--- src/rtl/display_arbiter_pkg.sv ---
// Shared definitions for the display arbiter: FSM encodings, default idle word,
// and the hold counter sizing rule.
package display_arbiter_pkg;

    localparam logic [0:0]  ST_IDLE        = 1'b0;
    localparam logic [0:0]  ST_OWN         = 1'b1;
    localparam logic [15:0] DEF_IDLE_VALUE = 16'h0000;

    // A zero-tick hold still needs a 1-bit counter so the vector stays legal.
    function automatic int hold_cnt_width(input int hold_ticks);
        return (hold_ticks > 0) ? $clog2(hold_ticks + 1) : 1;
    endfunction

endpackage

--- src/rtl/display_arbiter_if.sv ---
// Requester/display bus between the request sources and the display arbiter.
interface display_arbiter_if #(
    parameter int N_REQ  = 4,
    parameter int DATA_W = 16
);
    logic [N_REQ-1:0]        req;
    logic [N_REQ*DATA_W-1:0] req_data;
    logic [N_REQ-1:0]        grant;
    logic [DATA_W-1:0]       disp_value;
    logic                    disp_valid;

    modport master (output req, req_data, input grant, disp_value, disp_valid);
    modport slave  (input req, req_data, output grant, disp_value, disp_valid);
endinterface

--- src/rtl/display_arbiter_tick_prescaler.sv ---
// Free-running divider producing a one-cycle tick every TICK_DIV clocks;
// reusable by any ms-based display timer.
module tick_prescaler #(
    parameter int TICK_DIV = 50000
) (
    input  logic clk,
    input  logic rst_n,
    output logic tick
);
    localparam int CNT_W = $clog2(TICK_DIV);

    logic [CNT_W-1:0] cnt;

    assign tick = (cnt == CNT_W'(TICK_DIV - 1));

    always_ff @(posedge clk or negedge rst_n) begin
        if (!rst_n)    cnt <= '0;
        else if (tick) cnt <= '0;
        else           cnt <= cnt + 1'b1;
    end
endmodule

--- src/rtl/display_arbiter.sv ---
// Round-robin owner selection for the shared 7-segment display with a minimum
// on-screen time per owner; disp_value feeds the display multiplexer.
module display_arbiter
    import display_arbiter_pkg::*;
#(
    parameter int                N_REQ      = 4,
    parameter int                DATA_W     = 16,
    parameter int                TICK_DIV   = 50000,
    parameter int                HOLD_TICKS = 500,
    parameter logic [DATA_W-1:0] IDLE_VALUE = DATA_W'(DEF_IDLE_VALUE)
) (
    input logic              clk,
    input logic              rst_n,
    display_arbiter_if.slave bus
);
    localparam int              IDX_W    = $clog2(N_REQ);
    localparam int              HC_W     = hold_cnt_width(HOLD_TICKS);
    localparam logic [HC_W-1:0] HOLD_MAX = HC_W'(HOLD_TICKS);

    logic [0:0]        state;
    logic [IDX_W-1:0]  owner_idx;
    logic [IDX_W-1:0]  rr_ptr;
    logic [N_REQ-1:0]  grant;
    logic [DATA_W-1:0] disp_value;
    logic [HC_W-1:0]   hold_cnt;

    logic              tick;
    logic              hold_done;
    logic              owner_req;
    logic              pick_found;
    logic [IDX_W-1:0]  pick_idx;
    logic [DATA_W-1:0] owner_data;
    logic [DATA_W-1:0] pick_data;

    // First candidate at ptr, ptr+1, ... wrapping; lowest offset wins.
    function automatic logic [IDX_W:0] rr_pick(input logic [N_REQ-1:0] cand,
                                               input logic [IDX_W-1:0] ptr);
        logic [IDX_W:0]   res;
        logic [IDX_W-1:0] j;
        res = '0;
        for (int k = N_REQ - 1; k >= 0; k--) begin
            j = IDX_W'((int'(ptr) + k) % N_REQ);
            if (cand[j]) res = {1'b1, j};
        end
        return res;
    endfunction

    tick_prescaler #(.TICK_DIV(TICK_DIV)) u_prescaler (
        .clk  (clk),
        .rst_n(rst_n),
        .tick (tick)
    );

    // The current owner is masked out so a hold expiry always rotates.
    assign {pick_found, pick_idx} = rr_pick(bus.req & ~grant, rr_ptr);

    assign owner_req  = |(bus.req & grant);
    assign owner_data = bus.req_data[owner_idx*DATA_W +: DATA_W];
    assign pick_data  = bus.req_data[pick_idx*DATA_W +: DATA_W];
    assign hold_done  = (HOLD_TICKS == 0) || (hold_cnt == HOLD_MAX);

    always_ff @(posedge clk or negedge rst_n) begin
        if (!rst_n) begin
            state      <= ST_IDLE;
            owner_idx  <= '0;
            rr_ptr     <= '0;
            grant      <= '0;
            disp_value <= IDLE_VALUE;
            hold_cnt   <= '0;
        end else if (pick_found && (state == ST_IDLE || hold_done)) begin
            state      <= ST_OWN;
            owner_idx  <= pick_idx;
            rr_ptr     <= (pick_idx == IDX_W'(N_REQ - 1)) ? '0 : pick_idx + 1'b1;
            grant      <= N_REQ'(1) << pick_idx;
            disp_value <= pick_data;
            hold_cnt   <= '0;
        end else if (state == ST_OWN) begin
            if (hold_done && !owner_req) begin
                state      <= ST_IDLE;
                grant      <= '0;
                disp_value <= IDLE_VALUE;
            end else begin
                // A released owner keeps its last value frozen until the hold expires.
                if (owner_req)             disp_value <= owner_data;
                if (tick && !hold_done)    hold_cnt   <= hold_cnt + 1'b1;
            end
        end
    end

    assign bus.grant      = grant;
    assign bus.disp_value = disp_value;
    assign bus.disp_valid = |grant;
endmodule

--- src/flat_wrapper.sv ---
// flat-port wrapper written by rule: the top's interface ports become plain ports
module display_arbiter_flat import display_arbiter_pkg::*;
#(
    parameter int                N_REQ      = 4,
    parameter int                DATA_W     = 16,
    parameter int                TICK_DIV   = 50000,
    parameter int                HOLD_TICKS = 500,
    parameter logic [DATA_W-1:0] IDLE_VALUE = DATA_W'(DEF_IDLE_VALUE)
)
  (clk, rst_n, bus_req, bus_req_data, bus_grant, bus_disp_value, bus_disp_valid);
  display_arbiter_if #(.N_REQ(N_REQ), .DATA_W(DATA_W)) bus_i ();
  input logic clk;
  input logic rst_n;
  input wire logic [$bits(bus_i.req)-1:0] bus_req;
  input wire logic [$bits(bus_i.req_data)-1:0] bus_req_data;
  output wire logic [$bits(bus_i.grant)-1:0] bus_grant;
  output wire logic [$bits(bus_i.disp_value)-1:0] bus_disp_value;
  output wire logic [$bits(bus_i.disp_valid)-1:0] bus_disp_valid;
  assign bus_i.req = bus_req;
  assign bus_i.req_data = bus_req_data;
  assign bus_grant = bus_i.grant;
  assign bus_disp_value = bus_i.disp_value;
  assign bus_disp_valid = bus_i.disp_valid;
  display_arbiter #(.N_REQ(N_REQ), .DATA_W(DATA_W), .TICK_DIV(TICK_DIV), .HOLD_TICKS(HOLD_TICKS), .IDLE_VALUE(IDLE_VALUE)) u_core (.clk(clk), .rst_n(rst_n), .bus(bus_i));
endmodule
--- config.mk ---
export PLATFORM = sky130hd
export DESIGN_NAME = display_arbiter_flat
export DESIGN_NICKNAME = d
export VERILOG_FILES = /design/src/rtl/display_arbiter_pkg.sv /design/src/rtl/display_arbiter_if.sv /design/src/rtl/display_arbiter_tick_prescaler.sv /design/src/rtl/display_arbiter.sv /design/src/flat_wrapper.sv
export SDC_FILE = /design/constraint.sdc
export NUM_CORES = 1
export LEC_CHECK = 0
export ABC_AREA = 1
export BUFFER_PORTS_ARGS = -buffer_cell sky130_fd_sc_hd__buf_2
export CORE_MARGIN = 5
export CORE_UTILIZATION = 58
export CTS_BUF_LIST = sky130_fd_sc_hd__clkbuf_8
export CTS_CLUSTER_DIAMETER = 40
export DETAILED_ROUTE_END_ITERATION = 8
export PLACE_DENSITY = 0.85
export SETUP_SLACK_MARGIN = 0.15
export SYNTH_ARGS = -nofsm -noshare
export SYNTH_HDL_FRONTEND = slang
export SYNTH_SLANG_ARGS = --single-unit
--- constraint.sdc ---
create_clock -name clk -period 4.9 [get_ports clk]
set_input_delay 0.245 -clock clk [delete_from_list [all_inputs] [get_ports clk]]
set_output_delay 0.245 -clock clk [all_outputs]
set_load 0.05 [all_outputs]
==> Yosys cells after proc, flatten, opt, wreduce, memory -nomap -nowiden <==
Cells that the tools add are included.
{ "word_totals": {"latchBits": 0, "out_inout_bits": 21, "ramBits": 0, "romBits": 0, "n_memories": 0, "reg_bits": 50, "word_cells": 71, "input_bits": 70} }
{ "classes": {"n_bitwise": 4, "n_reduce_logical": 15, "div": 0, "n_addsub": 6, "n_shift": 3, "magnitude_cmp": 4, "muxes": 28, "multipliers": 0, "eq_ne": 4} }
{ "op_table": {"columns": ["cell", "count"], "rows": [
  ["64-bit by 7-bit indexed part select with 16-bit output", 2],
  ["16-bit 2-to-1 mux", 5],
  ["9-bit 2-to-1 mux", 4],
  ["16-bit by 1-bit adder with 16-bit output, second input constant", 1],
  ["16-bit equality test, second input constant", 1],
  ["2-bit by 3-bit less-than comparator with 1-bit output, second input constant", 4],
  ["3-bit 2-to-1 mux", 4],
  ["4-bit 2-to-1 mux", 3],
  ["9-bit by 1-bit adder with 9-bit output, second input constant", 1],
  ["9-bit equality test, second input constant", 1],
  ["4-bit AND", 2],
  ["1-bit binary-select mux with 2-bit select", 4],
  ["4-bit OR reduction", 2],
  ["1-bit 2-to-1 mux", 7],
  ["2-bit nonzero test", 3],
  ["2-bit by 1-bit adder with 2-bit output, second input constant", 2],
  ["2-bit adder, second input constant", 2],
  ["4-bit NOT", 1],
  ["2-bit AND reduction", 2],
  ["1-bit by 2-bit left shift with 4-bit output, first input constant", 1],
  ["1-bit logical AND", 3],
  ["3-bit AND reduction", 1],
  ["3-bit nonzero test", 1],
  ["2-bit equality test, second input constant", 1],
  ["5 further kinds", 6]
]} }

==> Longest topological paths before layout <==
Gate-level depths: netlist (run 1).
{ "depth": {"ltp_word": 11, "ltp_mapped": 18, "depth_no_buf": 17} }

==> By module <==
A second synthesis (run 1) with hierarchy kept.
{ "hier_totals": {"cells_unflattened": 625, "hier_area_um2": 3976.3} }
{ "modules_own_cells": {"columns": ["module", "cells_each", "seq_area_each_um2", "instances", "area_per_inst_um2"], "rows": [
  ["display_arbiter", 504, 850.8, 1, 3099.2],
  ["tick_prescaler", 121, 400.4, 1, 877.1]
]} }

==> Worst setup path before layout (run 1) <==
No wires, ideal clock.
{ "synth_timing": {"kind": "register to register", "startpoint": "register u_core.grant[1], in the netlist u_core.bus.grant[1]", "endpoint": "register u_core.rr_ptr[1]", "t_required_ns": 4.766, "n_path_buf": 1, "arrival_ns": 1.973, "stages_incl_launch_ff": 16, "slack_ns": 2.793, "period_less_slack_ns": 2.107, "setup_time_ns": 0.134, "cell_sequence": "dfrtp_1 -> inv_1 -> nand3_1 -> nand2_1 -> nand2_1 -> nand2_1 -> inv_2 -> nand2_1 -> nand2_1 -> nand2_2 -> nand2_4 -> inv_2 -> buf_6 -> ha_1 -> nand2_1 -> o21ai_0"} }
{ "synth_via": {"elab_chain_len": 10, "word_cells_on_any_way": 18, "cone_classes": "1 x add/sub; 1 x eq/ne; 13 x mux; 2 x bitwise; 1 x reduce/logical"} }
{ "synth_lines": {"columns": ["element", "line_no", "text"], "rows": [
  ["from (decl)", "display_arbiter.sv:23", "logic [N_REQ-1:0] grant;"],
  ["from (signal assigned)", "display_arbiter.sv:74", "grant <= N_REQ'(1) << pick_idx;"],
  ["4-bit NOT (*)", "display_arbiter.sv:55", "assign {pick_found, pick_idx} = rr_pick(bus.req & ~grant, rr_ptr);"],
  ["4-bit AND (*)", "display_arbiter.sv:55", null],
  ["1-bit binary-select mux with 2-bit select", "display_arbiter.sv:43", "if (cand[j]) res = {1'b1, j};"],
  ["1-bit 2-to-1 mux (not written as such)", "display_arbiter.sv:43", null],
  ["3-bit 2-to-1 mux (3 in a row)", "display_arbiter.sv:43", null],
  ["3-bit 2-to-1 mux (*)", "display_arbiter.sv:43", null],
  ["named net u_core.pick_idx[0]", "display_arbiter.sv:31", "logic [IDX_W-1:0] pick_idx;"],
  ["2-bit by 1-bit adder with 2-bit output or 2-bit equality test (tied branches)", "display_arbiter.sv:73", "rr_ptr <= (pick_idx == IDX_W'(N_REQ - 1)) ? '0 : pick_idx + 1'b1;"],
  ["2-bit 2-to-1 mux (*)", "display_arbiter.sv:73", null],
  ["to (signal assigned)", "display_arbiter.sv:73", null],
  ["to (decl)", "display_arbiter.sv:22", "logic [IDX_W-1:0] rr_ptr;"]
]} }
The timed path passes the listed nets; every way through them passes the cells marked *. The select of a mux whose other input is x is not followed.
A chain may end at the register's enable or synchronous reset.

==> Final worst setup path (run 1) <==
{ "layout_timing": {"startpoint": "register u_core.rr_ptr[0]", "endpoint": "register u_core.rr_ptr[1]"} }
{ "layout_via": {"elab_chain_len": 9, "word_cells_on_any_way": 19, "cone_classes": "4 x add/sub; 1 x eq/ne; 13 x mux; 1 x reduce/logical"} }
{ "layout_lines": {"columns": ["element", "line_no", "text"], "rows": [
  ["2-bit adder", "display_arbiter.sv:42", "j = IDX_W'((int'(ptr) + k) % N_REQ);"],
  ["1-bit binary-select mux with 2-bit select", "display_arbiter.sv:43", null],
  ["1-bit 2-to-1 mux (not written as such)", "display_arbiter.sv:43", null],
  ["3-bit 2-to-1 mux (3 in a row)", "display_arbiter.sv:43", null],
  ["3-bit 2-to-1 mux (*)", "display_arbiter.sv:43", null],
  ["2-bit by 1-bit adder with 2-bit output or 2-bit equality test (tied branches)", "display_arbiter.sv:73", null],
  ["2-bit 2-to-1 mux", "display_arbiter.sv:73", null]
]} }
Mark *: on every way between the ends. The rest lies on a longest branch, timed or not. The select of a mux whose other input is x is not followed.

==> results of run 1 <==
per-layer routing:
layer / vias to the layer above / routed length [um] / GRT usage
met3: 19 / 969 / 0.0488
met5: - / 0 / 0
met1: 1950 / 4430 / 0.348
li1: 2069 / - / -
met4: 0 / 165 / 0.0758
met2: 201 / 4970 / 0.411
worst reg2reg max path: cells and delay by family (launching register included):
family	cells	cell delay (ps)
and+or+nand+nor	8	1320
DFF	1	460
buffers and inverters	3	440
adders and majority gates	1	320
AOI/OAI and AO/OA	1	90
stage by stage:
stage / std cells / power [W] / util
2_1_floorplan: 593 / 0.000470 / -
3_3_place_gp: 737 / 0.000522 / 0.664
3_5_place_dp: 737 / 0.000524 / 0.664
4_1_cts: 745 / 0.000821 / 0.682
5_1_grt: 745 / 0.000850 / 0.682
6_report: 745 / 0.000821 / 0.682
cell usage after synthesis, types with 3 or more instances:
cell type / count
o22ai_1: 8
nor2_1: 44
xor2_1: 9
inv_1: 82
nand2_1: 159
dfrtp_1: 50
nand3_1: 63
nand4_1: 7
inv_2: 6
nor4_1: 5
a31oi_1: 10
nand3_2: 3
clkbuf_1: 11
o31ai_1: 5
ha_1: 7
a21oi_1: 43
buf_4: 5
o21ai_0: 42
buf_2: 8
nor3_1: 7
or2_1: 7
path summary, 6_finish.rpt:
check	startpoint	end	slack, ps
worst max-delay path	u_core.rr_ptr[0]$_DFFE_PN0N_	u_core.rr_ptr[1]$_DFFE_PN0N_	2150
worst min-delay path	rst_n	u_core.hold_cnt[4]$_DFFE_PN0P_	20
worst max register to register	u_core.rr_ptr[0]$_DFFE_PN0N_	u_core.rr_ptr[1]$_DFFE_PN0N_	2150
worst min register to register	u_core.u_prescaler.cnt[0]$_DFF_PN0_	u_core.u_prescaler.cnt[0]$_DFF_PN0_	480
max in group asynchronous	rst_n	u_core.hold_cnt[2]$_DFFE_PN0P_	4430
min in group clk	bus_req_data[57]	u_core.bus.disp_value[9]$_DFFE_PN0P_	340
final cells by class:
| cell class | count | area, sq um | area share |
|---|---|---|---|
| flip-flops and latches | 50 | 1250 | 0.287 |
| well taps | 77 | 96.3 | 0.0221 |
| clock inverters | 3 | 43.8 | 0.0101 |
| inverters | 88 | 330 | 0.0759 |
| clock buffers | 5 | 68.8 | 0.0158 |
| repair buffers | 92 | 465 | 0.107 |
| multi-input cells | 430 | 2100 | 0.482 |
power by group:
group | internal [W] | switching (W) | leakage, nW
Clock | 0.000153 | 0.000151 | 0.0585
Combinational | 0.0000368 | 0.0000612 | 1.73
Sequential | 0.000416 | 0.00000239 | 0.626
logic make-up after synthesis:
logic type	synth area share
XOR/XNOR	0.0230
buffers and inverters	0.121
AND/OR/NAND/NOR	0.345
AO/OA/AOI/OAI	0.160
flip-flops	0.329
adder cells (fa/ha/maj)	0.0230
sequential cells by signal, summed over array words and instances (netlist names):
signal                  count
u_core.hold_cnt             9
u_core.owner_idx            2
u_core.bus.grant            4
u_core.bus.disp_value      16
u_core.rr_ptr               2
u_core.u_prescaler.cnt     16
u_core.state                1
layout by cell type, fill, tap and decap left out, drive strengths merged:
master	count
clkbuf	5
buf	92
ha	7
dfrtp	50
xnor2	1
a22o	2
a21oi	43
nor3b	1
o31ai	5
bufinv	1
a31oi	10
nor2	44
or2	7
o21bai	1
o21ai	42
nand4	7
nand3	66
inv	89
nor4	5
o21a	1
xor2	9
clkinv	1
nor3	8
nand2	163
o22ai	8
==> flow_metrics.tcl, run 1 <==
set metrics [dict create \
    outcome "finished clean" \
    fin_area_sq_um 4350 \
    die_area_sq_um 8290 \
    cts_root_buffer "clkbuf_8" \
    finalSetupViolations 0 \
    yosys_warnings 0 \
    power.density_nw_per_um2 189 \
    drt_pre_antenna_iters 5 \
    ys.flop_type "dfrtp_1" \
    netlist_instances 593 \
    hpwl_um 7710 \
    cp_slowest_stage_delay_ps 480 \
    drc 0 \
    grt_use_total 0.255 \
    fin_ws_ps 2150 \
    avgSynthCellArea_sq_um 6.42 \
    cp_top_family "simple AND/OR/NAND/NOR gates" \
    yosysTopAreaCellShare 0.329 \
    wl_per_cell_um 14.1 \
    pre_cts_ws_ps 2190 \
    clock_skew_ps 8.59 \
    path_common_cell "nand2_1" \
    grt_overflow 0 \
    crit_path_max_fanout 36 \
    slowest_stage "nand2_4" \
    clock-sinks 50 \
    fin_crit_sh 0.561 \
    synth_edf_count 0 \
    crit_path_start_kind "flop" \
    grt_pass1_wl_um 18100 \
    synth_top_area_cell "dfrtp_1" \
    io_buffers 90 \
    clk_latency_ps 310 \
    holdWs_ps 24.2 \
    cts_buffers 5 \
    crit_path_end_kind "flop" \
    coreArea_sq_um 6390 \
    synth_seq_cells 50 \
    tightest_slew_ps 1050 \
    finalHoldViolCount 0 \
    drive_gt1_frac 0.171 \
    antenna_found_initial 0 \
    critical_path_buf_inv_count 3 \
    drv_slew 0 \
    p_leak_nw 2.41 \
    grt_max_degree 51 \
    start_util 0.596 \
    synth_area_sq_um 3810 \
    cts_setup_buffers 0 \
    syn_to_final_growth_pct 14.3 \
    cp.required_ps 5070 \
    fmax_mhz 364 \
    cts_tree "yes" \
    placed_area_sq_um 4240 \
    drtIter0Drc 302 \
    ios 91 \
    clock_path_buffers 2 \
    cap_viol_max_count 0 \
    synth.top_cells.by_area "dfrtp_1, nand2_1, nand3_1, inv_1, a21oi_1" \
    fin_tns_setup_ps 0 \
    crit_type "reg -> reg" \
    rows 29 \
    n_antenna_cell 0 \
    dr_total_vias 4239 \
    fin_nets 744 \
    fillers 561 \
    dieHeight_um 91.0 \
    synth-seq-area-share 0.329 \
    async_flop_share 1.00 \
    cp.depth 13 \
    cts_htree_levels 2 \
    final_antenna_net_count 0 \
    peakVddDrop_mv 0.148 \
    finalCriticalPeriod_ps 2750 \
    grt_pass1_vias 3987 \
    ys_types 30 \
    die_w_um 91.0 \
    rsz0062_at_grt "false" \
    cts_resized 0 \
    cp.arrival_ps 2920 \
    r2r_cells 13 \
    maxSlewHeadroom 0.303 \
    crit_chain "inv_2 -> nand3_2 -> nand2_1 -> nand2_1 -> nand2_1 -> inv_2 -> nand2_1 -> nand3_2 -> nand2_4 -> inv_2 -> ha_1 -> nand2_1 -> o21ai_0" \
    drt_wl_total_um 10500 \
    gp_congestion 0.918 \
    hold_path.class "in -> async" \
    vias_per_cell 5.69 \
    clkTransAtPathRegs_ps 100 \
    hold_buffers 0 \
    postSynthNetCount 670 \
]
Power figures use the tool's default switching activity.
==> inputs of run 2 (changes only) <==
Settings changed: CORE_UTILIZATION 58 to 56, PLACE_DENSITY 0.85 to 0.83.
Clock period 4.9 ns to 2.77 ns, I/O delays scaled along.
==> run 2 against run 1 <==
  * Global-route usage rose by 0.15 points
  * Total power grew 76%
  * Combinational power up 70%
  * Via count rose by 1.6%
  * Utilization down 2.8 points
  * Clock skew increased by 1.8 ps
  * Non-clock buffer count grew 5
==> flow_metrics.tcl, run 2 (synthesis gave the netlist of run 1 again) <==
set metrics [dict create \
    grt_pass1_wl_um 18300 \
    cts_resized 0 \
    clock_path_buffers 2 \
    io_buffers 90 \
    clock_skew_ps 10.4 \
    die_area_sq_um 8550 \
    cts_htree_levels 2 \
    hold_path.class "in -> async" \
    antenna_found_initial 0 \
    crit_path_max_fanout 17 \
    finalCriticalPeriod_ps 2320 \
    cts_tree "yes" \
    ios 91 \
    clock-sinks 50 \
    drc 0 \
    wl_per_cell_um 14.3 \
    grtUsageMet3 0.0414 \
    hold_buffers 0 \
    grt_max_degree 51 \
    dr_total_vias 4305 \
    clk_latency_ps 310 \
    peakVddDrop_mv 0.186 \
    p_leak_nw 2.43 \
    maxSlewHeadroom 0.250 \
    rows 30 \
    finalSetupViolations 0 \
    grt_use_total 0.256 \
    fillers 600 \
    n_antenna_cell 0 \
    reg_top3 "u_core.bus.disp_value (16), u_core.u_prescaler.cnt (16), u_core.hold_cnt (9)" \
    rsz0062_at_grt "false" \
    fin_tns_setup_ps 0 \
    drtIter0Drc 263 \
    power_w 0.00145 \
    drive_gt1_frac 0.176 \
    die_w_um 92.5 \
    met2_usage 0.462 \
    gr-usage-met1 0.302 \
    dieHeight_um 92.5 \
    drt_wl_total_um 10700 \
    clkTransAtPathRegs_ps 100 \
    vias_per_cell 5.72 \
    power.density_nw_per_um2 329 \
    grt_pass1_vias 4249 \
    final_cell_mix "nand2_1, buf_2, inv_1" \
    grt_overflow 0 \
    crit_path_end_kind "flop" \
    gp_congestion 0.886 \
    final_antenna_net_count 0 \
    outcome "finished clean" \
    top_usage_layer "met2" \
    finalHoldViolCount 0 \
    cts_setup_buffers 0 \
    cts_buffers 5 \
    coreArea_sq_um 6720 \
    drv_slew 0 \
    drt_pre_antenna_iters 5 \
    fmax_mhz 431 \
    syn_to_final_growth_pct 15.4 \
    final_common_cell "nand2_1" \
    fin_nets 749 \
    start_util 0.567 \
    crit_type "reg -> reg" \
    cts_root_buffer "clkbuf_8" \
    crit_path_start_kind "flop" \
    fin_crit_sh 0.837 \
    tightest_slew_ps 1130 \
    cp.arrival_ps 2530 \
    hpwl_um 7610 \
    cp.required_ps 2980 \
    cap_viol_max_count 0 \
    holdWs_ps 42.7 \
]
## run 2: final timing paths
check | from | endpoint | slack (ps) | cells past startpoint
max | u_core.rr_ptr[0]$_DFFE_PN0N_ | u_core.bus.disp_value[8]$_DFFE_PN0P_ | 450 | 12
max in group asynchronous | rst_n | u_core.u_prescaler.cnt[4]$_DFF_PN0_ | 2040 | 1
min in group clk | bus_req_data[48] | u_core.bus.disp_value[0]$_DFFE_PN0P_ | 220 | 7
min reg2reg | u_core.u_prescaler.cnt[0]$_DFF_PN0_ | u_core.u_prescaler.cnt[0]$_DFF_PN0_ | 490 | 1
min | rst_n | u_core.hold_cnt[2]$_DFFE_PN0P_ | 40 | 1
max reg2reg | u_core.rr_ptr[0]$_DFFE_PN0N_ | u_core.bus.disp_value[8]$_DFFE_PN0P_ | 450 | 12
## run 2: cell type report
cell class,instances,area [sq um],share of cell area
Clock buffer,6,82.6,0.0188
Clock inverter,1,30.0,0.00683
Inverter,88,330,0.0752
Multi-Input combinational cell,430,2100,0.477
Sequential cell,50,1250,0.285
Tap cell,80,100,0.0228
Timing Repair Buffer,97,503,0.114
## run 2: per-stage QoR
stage	setup WS, ps	std cells	cell area [sq um]	utilization
6_report	451	752	4390	0.654
5_1_grt	205	752	4390	0.654
4_1_cts	485	752	4390	0.654
3_5_place_dp	543	745	4280	0.637
3_3_place_gp	594	745	4280	0.637
2_1_floorplan	663	593	3810	-
## run 2: critical path, cell delays in order, from the launching register on
cell and delay (ps):
dfrtp_1 460, inv_2 190, nand2_1 80, nand2_1 110, nand3_1 90, nand2_1 90, nand4_1 120, or2_1 280
nand2_4 220, inv_2 210, or2_1 260, nand2_1 70, inv_1 40
## run 2: per-layer routing
metal  routed length (um)  share of wire
met5                    0              0
met4                  276          0.026
met3                  913          0.085
met2                 5220           0.49
met1                 4330           0.40
## run 2: power breakdown
group          internal, W  switching (W)
logic            0.0000642       0.000102
clock network     0.000290       0.000248
registers         0.000737     0.00000455
==> inputs of run 3 (changes only) <==
Settings changed: ABC_AREA 1 to 0, CORE_UTILIZATION 56 to 49, PLACE_DENSITY 0.83 to 0.79.
Clock period 2.77 ns to 2.05 ns, I/O delays scaled along.
==> run 3 against run 2 <==
  * The flow now finishes with violations (setup timing)
  * Largest power group unchanged
  * Routed wire length decreased by 10%
  * First-iteration DRC count is 24% lower
  * Count of clock-buffer cells in the layout did not move
  * Via count fell by 27%
  * Non-clock buffer count is 35 higher
  * Critical path depth fell by 7
  * Die area down 2.6%
==> flow_metrics.tcl, run 3 <==
set metrics [dict create \
    register_area_sq_um 1260 \
    yosysTopAreaCellShare 0.387 \
    cp.required_ps 2290 \
    power.density_nw_per_um2 605 \
    clock_skew_ps 9.83 \
    drv_slew 0 \
    grt_overflow 0 \
    grt_max_degree 28 \
    clock-sinks 50 \
    gp_congestion 0.877 \
    io_buffers 90 \
    grt_pass1_wl_um 15100 \
    placed_area_sq_um 4030 \
    final_common_cell "buf_2" \
    ios 91 \
    die_area_sq_um 8330 \
    drt_wl_total_um 9630 \
    outcome "finished with violations" \
    yosysMostFrequentCell "dfrtp_1" \
    worst_hold_path.endpoint "u_core.bus.disp_value[3]$_DFFE_PN0P_" \
    rows 29 \
    fin_nets 507 \
    crit_path_end_kind "flop" \
    fin_crit_sh 1.00 \
    ys.flop_type "dfrtp_1" \
    synth_common_cells "dfrtp_1, nand2_1, mux2i_1" \
    synth-seq-area-share 0.387 \
    fillers 450 \
    rsz0062_at_grt "true" \
    fin_area_sq_um 4550 \
    grt_pass1_vias 3278 \
    syn_to_final_growth_pct 40.7 \
    maxSlewHeadroom 0.609 \
    peakVddDrop_mv 0.472 \
    async_flop_share 1.00 \
    final_cell_mix "buf_2, dfrtp_1, buf_4" \
    postSynthNetCount 383 \
    wl_per_cell_um 18.9 \
    final_antenna_net_count 0 \
    tightest_slew_ps 587 \
    dr_total_vias 3154 \
    cp_slowest_stage_delay_ps 550 \
    reg_top3 "u_core.bus.disp_value (16), u_core.u_prescaler.cnt (16), u_core.hold_cnt (9)" \
    critical_path_buf_inv_count 0 \
    crit_path_max_fanout 4 \
    synth.top_cells.by_area "dfrtp_1, mux4_2, mux2i_1, o221ai_1, a22oi_1" \
    synth_top_area_cell "dfrtp_1" \
    slowest_stage "or4b_4" \
    clk_latency_ps 310 \
    finalHoldViolCount 0 \
    coreArea_sq_um 6390 \
    synth_edf_count 0 \
    hold_path.class "in -> reg" \
    r2r-start "u_core.u_prescaler.cnt[10]$_DFF_PN0_" \
    vias_per_cell 6.21 \
    avgSynthCellArea_sq_um 10.6 \
    synth_area_sq_um 3240 \
    drt_pre_antenna_iters 4 \
    cts_root_buffer "clkbuf_8" \
    finalCriticalPeriod_ps 2060 \
    drc 0 \
    fmax_mhz 486 \
    cts_buffers 5 \
    n_antenna_cell 0 \
    p_leak_nw 1.96 \
    hp-start "bus_req_data[3]" \
    violations "setup timing" \
    final_cells 508 \
    yosys_warnings 0 \
    utilization 0.713 \
    cap_viol_max_count 0 \
    die_w_um 91.3 \
    ys_types 45 \
    netlist_instances 306 \
    r2r_cells 5 \
    crit_chain "or4b_4 -> nor4_4 -> mux2i_4 -> or4_4 -> a21oi_2" \
    antenna_found_initial 0 \
    cts_htree_levels 2 \
    grt_use_total 0.217 \
    multi_input_area_sq_um 2160 \
    synth_seq_cells 50 \
    timing.rr.end "u_core.hold_cnt[8]$_DFFE_PN0P_" \
    hpwl_um 6680 \
    cts_tree "yes" \
    cp_top_family "simple AND/OR/NAND/NOR gates" \
    drtIter0Drc 201 \
    placedCellCount 480 \
    hold_depth 3 \
    cp.arrival_ps 2300 \
    fin_ws_ps -9.21 \
    crit_type "reg -> reg" \
    reg2reg_slack_ps -9 \
    clock_path_buffers 2 \
    finalSetupViolations 3 \
    start_util 0.507 \
    dieHeight_um 91.3 \
    crit_path_start_kind "flop" \
    clkTransAtPathRegs_ps 90 \
    drive_gt1_frac 0.478 \
]
run 3: changes by cell type after synthesis, sizes merged, moves of 10 or more:
cell and change:
a22oi +18, a32oi +10, nand2 -136, nand3 -59, nor2 -30, o21ai -31, mux2i +24, mux4 +16
o221ai +16, inv -78, a21oi -29, a31oi -10, buf -11
run 3: metrics by stage:
step / hold slack, ps / setup slack (ps) / power [W] / TNS [ps]
global route: 116 / -97.3 / 0.00288 / -531
global placement: 127 / 37.8 / 0.00207 / 0
finish: 106 / -9.21 / 0.00275 / -21.0
CTS: 102 / -16.5 / 0.00269 / -45.8
detailed placement: 133 / -70.0 / 0.00209 / -207
floorplan: -193 / -155 / 0.00180 / -384
run 3: how the worst max path moves through the flow:
stage | startpoint | to | slack [ps] | depth (start not counted)
2_1_floorplan | u_core.u_prescaler.cnt[10]$_DFF_PN0_ | u_core.hold_cnt[7]$_DFFE_PN0P_ | -150 | 5
3_3_place_gp | u_core.u_prescaler.cnt[10]$_DFF_PN0_ | u_core.hold_cnt[7]$_DFFE_PN0P_ | 40 | 5
3_5_place_dp | u_core.u_prescaler.cnt[10]$_DFF_PN0_ | u_core.hold_cnt[5]$_DFFE_PN0P_ | -70 | 6
4_1_cts | u_core.u_prescaler.cnt[7]$_DFF_PN0_ | u_core.hold_cnt[8]$_DFFE_PN0P_ | -20 | 5
5_1_grt | u_core.u_prescaler.cnt[10]$_DFF_PN0_ | u_core.hold_cnt[8]$_DFFE_PN0P_ | -100 | 5
6_report | u_core.u_prescaler.cnt[10]$_DFF_PN0_ | u_core.hold_cnt[8]$_DFFE_PN0P_ | -9 | 5
run 3: kinds of logic (layout without fill, tap and decap cells):
kind of cell,Yosys count,after routing,synth area share
mux,40,40,0.189
simple gates,89,89,0.150
xor+xnor,14,14,0.0379
buf+inv,25,150,0.0298
flops,50,50,0.387
fa+ha+maj,7,7,0.0271
compound gates,81,81,0.179
run 3: per-layer routing:
| layer | GRT usage | routed length [um] | vias up |
|---|---|---|---|
| met2 | 0.379 | 4940 | 130 |
| met3 | 0.0471 | 741 | 19 |
| met4 | 0.0746 | 187 | 0 |
| met5 | 0 | 0 | - |
| met1 | 0.263 | 3760 | 1564 |
| li1 | - | - | 1441 |
run 3: power by group:
| group | internal [W] | total, W | leakage (nW) | switching, W |
|---|---|---|---|---|
| registers | 0.00109 | 0.00115 | 0.650 | 0.0000641 |
| clock network | 0.000268 | 0.000598 | 0.0524 | 0.000330 |
| logic | 0.000354 | 0.00100 | 1.26 | 0.000651 |
| total | 0.00171 | 0.00275 | 1.96 | 0.00104 |
run 3: timing repair:
| item | in CTS | in global routing |
|---|---|---|
| endpoints found under the hold margin | 23 | 0 |
| buffers inserted | 4 | 12 |
| resized for setup | 4 | 53 |
| setup endpoints to repair | 23 | 32 |
| pin swaps | 6 | 17 |
| cloned | 0 | 3 |
| hold buffers | 1 | 0 |
run 3: worst reg2reg max path: cells and delay by family, from the launching register on:
family | cells | cell delay [ps]
simple gates | 3 | 1330
flops | 1 | 390
mux | 1 | 140
compound gates | 1 | 130
run 3: cell type report:
| class | count | share of cell area |
|---|---|---|
| Clock buffer | 6 | 0.0181 |
| Tap cell | 77 | 0.0212 |
| Timing Repair Buffer | 132 | 0.196 |
| Inverter | 10 | 0.0110 |
| Clock inverter | 2 | 0.00192 |
| Sequential cell | 50 | 0.276 |
| Multi-Input combinational cell | 231 | 0.475 |
